<file path="src/rtl/dcache_ip_seg_writer_pkg.sv">
// Shared Dcache defines used by the per-IP segment writers.
// Holds the word size and logic constants, the control word address, the
// DIS/REQ bit positions inside the control word, each IP's segment base,
// and the writer FSM state encoding.
package dcache_ip_seg_writer_pkg;

  localparam int   WORD_SIZE      = 32;
  localparam logic LOGIC_ONE      = 1'b1;
  localparam logic LOGIC_ZERO     = 1'b0;

  localparam int   CTRL_WORD_ADDR = 20;

  // Control word bits run opposite to IP numbering: IP1 owns the highest bit.
  localparam int   DIS_BIT_IP1    = 15;
  localparam int   DIS_BIT_IP2    = 14;
  localparam int   DIS_BIT_IP3    = 13;
  localparam int   DIS_BIT_IP4    = 12;
  localparam int   REQ_BIT_IP1    = 11;
  localparam int   REQ_BIT_IP2    = 10;
  localparam int   REQ_BIT_IP3    = 9;
  localparam int   REQ_BIT_IP4    = 8;

  localparam int   SEG_BASE_IP1   = 48;
  localparam int   SEG_BASE_IP2   = 64;
  localparam int   SEG_BASE_IP3   = 80;
  localparam int   SEG_BASE_IP4   = 96;

  typedef enum logic [1:0] {
    IDLE = 2'd0,
    XFER = 2'd1,
    DONE = 2'd2
  } wr_state_e;

  // Segment base for IP number ip (1..4).
  function automatic int seg_base_for(input int ip);
    return SEG_BASE_IP1 + (ip - 1) * 16;
  endfunction

endpackage

</file>
<file path="src/rtl/dcache_ip_seg_writer_ip_wr_fifo.sv">
// ip_wr_fifo: synchronous show-ahead FIFO buffering IP words ahead of the
// Dcache write port.
// Ports: clk, rst_n (async, active-low, clears pointers only),
//        push/din write side, pop read side, dout = current head word,
//        full / empty status.
module ip_wr_fifo
  import dcache_ip_seg_writer_pkg::*;
#(
  parameter int N     = 32,
  parameter int DEPTH = 8
) (
  input  logic         clk,
  input  logic         rst_n,
  input  logic         push,
  input  logic [N-1:0] din,
  input  logic         pop,
  output logic [N-1:0] dout,
  output logic         full,
  output logic         empty
);

  localparam int AW = $clog2(DEPTH);

  // Pointers carry one extra wrap bit to tell full from empty.
  logic [AW:0]  wp;
  logic [AW:0]  rp;
  logic [N-1:0] mem [DEPTH];

  assign empty = (wp == rp);
  assign full  = (wp[AW] != rp[AW]) && (wp[AW-1:0] == rp[AW-1:0]);
  assign dout  = mem[rp[AW-1:0]];

  always_ff @(posedge clk or negedge rst_n) begin
    if (!rst_n) begin
      wp <= '0;
      rp <= '0;
    end else begin
      if (push && !full)
        wp <= wp + 1'b1;
      if (pop && !empty)
        rp <= rp + 1'b1;
    end
  end

  always_ff @(posedge clk) begin
    if (push && !full)
      mem[wp[AW-1:0]] <= din;
  end

endmodule

</file>
<file path="src/rtl/dcache_ip_seg_writer.sv">
// dcache_ip_seg_writer: buffers words from one IP and drains them into that
// IP's SEG_WORDS-word segment of the shared Dcache through one external
// write port, while the control word shows REQ and not DIS for this IP.
// Ports: CLK, RST_N (async, active-low); DIS/REQ control bits;
//        ip_valid/ip_data/ip_ready IP handshake;
//        DWriteE/DAddrE/DOutE Dcache write port (registered);
//        done (end-of-round pulse), seg_full, drop_cnt (saturating).
module dcache_ip_seg_writer
  import dcache_ip_seg_writer_pkg::*;
#(
  parameter int N          = WORD_SIZE,
  parameter int SEG_BASE   = SEG_BASE_IP1,
  parameter int SEG_WORDS  = 16,
  parameter int FIFO_DEPTH = 8
) (
  input  logic         CLK,
  input  logic         RST_N,
  input  logic         DIS,
  input  logic         REQ,
  input  logic         ip_valid,
  input  logic [N-1:0] ip_data,
  output logic         ip_ready,
  output logic         DWriteE,
  output logic [N-1:0] DAddrE,
  output logic [N-1:0] DOutE,
  output logic         done,
  output logic         seg_full,
  output logic [7:0]   drop_cnt
);

  localparam int            PW       = $clog2(SEG_WORDS) + 1;
  localparam logic [PW-1:0] PTR_END  = PW'(SEG_WORDS);
  localparam logic [PW-1:0] PTR_LAST = PW'(SEG_WORDS - 1);

  function automatic logic [7:0] sat_inc(input logic [7:0] v);
    return (v == 8'hFF) ? v : v + 8'd1;
  endfunction

  wr_state_e     st;
  logic          rq_q;
  logic          ds_q;
  logic          rq_d;
  logic          rq_rise;
  logic [PW-1:0] wr_ptr;
  logic          fifo_full;
  logic          fifo_empty;
  logic [N-1:0]  fifo_dout;
  logic          push;
  logic          pop;

  assign ip_ready = RST_N && !fifo_full && !DIS;
  assign push     = ip_valid && ip_ready;
  assign rq_rise  = rq_q && !rq_d;
  // Must mirror the word-issuing branch of the XFER state below.
  assign pop      = (st == XFER) && !ds_q && rq_q && !fifo_empty &&
                    (wr_ptr != PTR_END);

  ip_wr_fifo #(
    .N     (N),
    .DEPTH (FIFO_DEPTH)
  ) u_fifo (
    .clk   (CLK),
    .rst_n (RST_N),
    .push  (push),
    .din   (ip_data),
    .pop   (pop),
    .dout  (fifo_dout),
    .full  (fifo_full),
    .empty (fifo_empty)
  );

  always_ff @(posedge CLK or negedge RST_N) begin
    if (!RST_N) begin
      st       <= IDLE;
      rq_q     <= LOGIC_ZERO;
      ds_q     <= LOGIC_ZERO;
      rq_d     <= LOGIC_ZERO;
      wr_ptr   <= '0;
      seg_full <= LOGIC_ZERO;
      DWriteE  <= LOGIC_ZERO;
      DAddrE   <= N'(SEG_BASE);
      DOutE    <= '0;
      done     <= LOGIC_ZERO;
      drop_cnt <= '0;
    end else begin
      // Control input stage: REQ/DIS registered once before FSM use.
      rq_q    <= REQ;
      ds_q    <= DIS;
      rq_d    <= rq_q;
      DWriteE <= LOGIC_ZERO;
      done    <= LOGIC_ZERO;

      if (ip_valid && !ip_ready && !DIS)
        drop_cnt <= sat_inc(drop_cnt);

      // A fresh REQ round restarts at the bottom of the segment.
      if (rq_rise) begin
        wr_ptr   <= '0;
        seg_full <= LOGIC_ZERO;
      end

      case (st)
        IDLE: begin
          if (rq_q && !ds_q && !fifo_empty && !seg_full)
            st <= XFER;
        end
        XFER: begin
          if (ds_q) begin
            // Suspended, not finished: no done pulse, FIFO keeps its words.
            st <= IDLE;
          end else if (!rq_q || fifo_empty || (wr_ptr == PTR_END)) begin
            st   <= DONE;
            done <= LOGIC_ONE;
          end else begin
            // Output stage: word popped now is strobed on the next cycle.
            DWriteE <= LOGIC_ONE;
            DAddrE  <= N'(SEG_BASE) + N'(wr_ptr);
            DOutE   <= fifo_dout;
            wr_ptr  <= wr_ptr + 1'b1;
            if (wr_ptr == PTR_LAST) begin
              seg_full <= LOGIC_ONE;
              st       <= DONE;
              done     <= LOGIC_ONE;
            end
          end
        end
        DONE: st <= IDLE;
        default: st <= IDLE;
      endcase
    end
  end

endmodule

</file>
<file path="config.mk">
export PLATFORM = sky130hd
export DESIGN_NAME = dcache_ip_seg_writer
export DESIGN_NICKNAME = d
export VERILOG_FILES = /design/src/rtl/dcache_ip_seg_writer_pkg.sv /design/src/rtl/dcache_ip_seg_writer_ip_wr_fifo.sv /design/src/rtl/dcache_ip_seg_writer.sv
export SDC_FILE = /design/constraint.sdc
export NUM_CORES = 1
export LEC_CHECK = 0
export BUFFER_PORTS_ARGS = -buffer_cell sky130_fd_sc_hd__buf_2
export CAP_MARGIN = 20
export CORE_UTILIZATION = 41
export DETAILED_ROUTE_END_ITERATION = 16
export PLACE_DENSITY = 0.64
export SYNTH_ARGS = -nofsm -noshare
export SYNTH_HDL_FRONTEND = slang
export SYNTH_SLANG_ARGS = --single-unit
export TNS_END_PERCENT = 30
</file>
<file path="constraint.sdc">
create_clock -name CLK -period 10.5 [get_ports CLK]
set_clock_uncertainty 0.1 [all_clocks]
set_input_delay 0.525 -clock CLK [delete_from_list [all_inputs] [get_ports CLK]]
set_output_delay 0.525 -clock CLK [all_outputs]
set_load 0.02 [all_outputs]
</file>
==> flow_summary.yaml <==
outcome:
  status: "finished, final reports clean"
sta:
  rsz0062_at_grt: "no"
  drv_slew: 0
  period_share_pct: 32.2
  setup_viol: 0
  max_freq_mhz: 295
  relSlewSlack_pct: 29.6
  finalHoldViolCount: 0
  worst_slew_pin_slew_ns: 1.06
  finalSetupTns_ns: 0
  period_minus_slack_ns: 3.39
  finalWorstSetupSlack_ns: 7.11
clocking:
  h-tree-depth: 1
  clk_pin_slew_ns: 0.06
  cts_resized: 0
  insertion_delay_ns: 0.56
  tritoncts: "yes"
  cts.sinks: 323
  root_buffer: "clkbuf_16"
  clockBufferDepth: 3
  cts_buffers: 31
worst_setup_path:
  worst-path-max-fanout: 36
  required_ns: 9.88
  worstSetupStartpoint: "u_fifo.rp[0]$_DFFE_PN0P_"
  path_class: "reg2out"
  reg2reg_slack_ns: 7.19
  worstPathArrival_ns: 2.76
  cp-start-kind: "flop"
  crit_path_end_kind: "output port"
  timing.rr.start: "wr_ptr[0]$_DFF_PN0_"
  rr_worst_depth: 7
  endpoint: "ip_ready"
  worstReg2RegEnd: "u_fifo.rp[1]$_DFFE_PN0P_"
die:
  dieHeight_um: 177
  die_x_um: 177
  rows: 63
  io-pin-count: 113
  fp.dieArea_um2: 31500
  initial_core_util_pct: 42.1
  core-area_um2: 30000
grt:
  grt_pass1_vias: 6302
  grt_start_max_net_pins: 68
  grt_usage_pct: 15.8
  grt_pass1_wl_mm: 37.6
  antenna_found_initial: 2
  grt_overflow_total: 0
power:
  p_comb_share_pct: 22.4
  swShare_pct: 29.0
  power.switching_w: 0.00101
  clkPwrFrac_pct: 31.2
  p_seq_share_pct: 46.4
  vdd_drop_max_v: 0.000171
  powerDensity_nw_per_um2: 239
  leakagePower_nw: 5.16
  p_int_w: 0.00246
synth:
  yosys_warnings: 0
  synth.distinct_cells: 43
  synthSimpleGateAreaFrac_pct: 2.38
  synth_edf_count: 256
  seq_area_frac_synth_pct: 74.2
  yosys-top-cells-area: "edfxtp_1 (61%), dfrtp_1 (13%), mux4_2 (11%)"
  async_reset_ff_share_pct: 20.7
  synth_top_area_cell: "edfxtp_1"
  synth_area_um2: 12600
  ys.flop_type: "edfxtp_1"
  postSynthCellCount: 659
  yosys.area_share.adder_pct: 0.595
  ys_ff_latch: 323
  synth-compound-area-share_pct: 3.90
  syn_area_per_cell_um2: 19.2
  synth_commonest_cells: "edfxtp_1 (256), o21ai_0 (73), dfrtp_1 (66), mux4_2 (64), mux2i_1 (34)"
  synth_top_area_share_pct: 60.9
  synth_most_common_cell: "edfxtp_1"
  synthMuxAreaShare_pct: 14.7
  synth_top_family_by_area: "multiplexers"
  synth-xor-area-share_pct: 1.18
hold_path:
  hold_path_class: "in2async"
layout:
  finalNetCount: 800
  area_growth_pct: 14.5
  fin_util_pct: 48.3
  multi_input_area_um2: 3020
  drive_above_1_share_pct: 30.6
  instances_no_fill: 1172
  nFillCells: 2512
  seq_area_um2: 9370
route:
  viasPerCell: 5.33
  drt_first_pass_iters: 5
  vias: 6252
  wl_per_cell_um: 20.9
  antenna_left: 0
  wl_mm: 24.5
  route.detailed.drc: 0
  drt_iter0_markers: 381
placed_design:
  hpwlAfterDp_mm: 13.3
  gp_congestion: 0.720
  port_buffers: 87
  dp_cells: 1112
  pre_cts_ws_ns: 7.25
flow_run:
  maxCapViolCount: 0
==> kinds of logic (layout without fill, tap and decap cells) <==
family          after synthesis  in the layout
other cells                   1             26
compound gates               85             85
xor+xnor                     17             17
flops                       323            323
buf+inv                      68            166
mux                         104            104
fa+ha+maj                     6              6
simple gates                 55             55
==> flip-flops by register name (all words and copies together), names as in the netlist, 2 cells and up <==
register    flops
DAddrE          6
DOutE          32
drop_cnt        8
st              2
u_fifo.mem    256
u_fifo.rp       4
u_fifo.wp       4
wr_ptr          5
==> stage by stage <==
stage / hold slack, ns / instance area [um^2] / total power [W]
global placement: 0.350 / 13400 / 0.00241
finish: 0.135 / 14500 / 0.00346
detailed placement: 0.377 / 13400 / 0.00242
floorplan: 0.129 / 12700 / 0.00218
CTS: 0.110 / 14500 / 0.00351
global route: 0.124 / 14500 / 0.00362
==> worst min path at each step <==
stage / start / depth (start not counted) / to
2_1_floorplan: RST_N / 0 / DAddrE[0]$_DFFE_PN0P_
3_3_place_gp: rq_q$_DFF_PN0_ / 0 / rq_d$_DFF_PN0_
5_1_grt: ip_data[17] / 1 / u_fifo.mem[3][17]$_DFFE_PP_
6_report: RST_N / 2 / rq_d$_DFF_PN0_
3_5_place_dp: rq_q$_DFF_PN0_ / 0 / rq_d$_DFF_PN0_
4_1_cts: ip_data[0] / 1 / u_fifo.mem[5][0]$_DFFE_PP_
==> power groups by stage <==
stage               Combinational (W)  Clock (W)  Sequential [W]
finish                       0.000777    0.00108         0.00161
global route                 0.000849    0.00115         0.00162
CTS                          0.000794    0.00110         0.00161
detailed placement           0.000790          0         0.00163
global placement             0.000781          0         0.00163
floorplan                    0.000511          0         0.00167
==> critical path: stages (launching register included) <==
cell and delay (ns):
dfrtp_2 0.34, buf_4 0.59, xor2_1 0.27, o41ai_2 0.74
nor2_1 0.07, buf_2 0.18
==> layer usage <==
| metal | GRT usage [%] | wire length (um) | share of wire [%] | vias up |
|---|---|---|---|---|
| met5 | 0 | 12 | 0.049 | - |
| met4 | 2.99 | 422 | 1.7 | 2 |
| met3 | 2.83 | 1330 | 5.4 | 34 |
| met2 | 25.6 | 11600 | 48 | 183 |
| met1 | 22.6 | 11100 | 45 | 3269 |
| li1 | - | - | - | 2764 |
==> final cells by class <==
type                    count  area share, %
multi-input cells         292           20.9
inverters                   7          0.182
diodes                      1         0.0173
repair buffers            102           3.84
flip-flops and latches    323           64.8
clock buffers              41           5.90
clock inverters            16          0.969
well taps                 390           3.37
==> cell usage in the layout (no fill, tap or decap), types with 5 or more instances in the layout <==
master       n
mux2i_1     34
inv_1        6
clkinv_2     9
buf_4       14
clkbuf_1     6
xor2_1      12
buf_2       86
clkbuf_16   31
edfxtp_1   256
xnor2_1      5
nand2_1      6
o21ai_0     73
nor2_4       6
nand4_1      5
mux2_2       5
nand3_1      8
nand2b_1     6
mux4_2      64
conb_1      25
dfrtp_1     63
ha_1         6
==> what timing repair did <==
action | 4_1_cts | 5_1_grt
hold buffers | 2 | 0
endpoints found under the hold margin | 2 | 0
buffers inserted | 0 | 0
No activity file was read; power rests on OpenSTA's default activity.
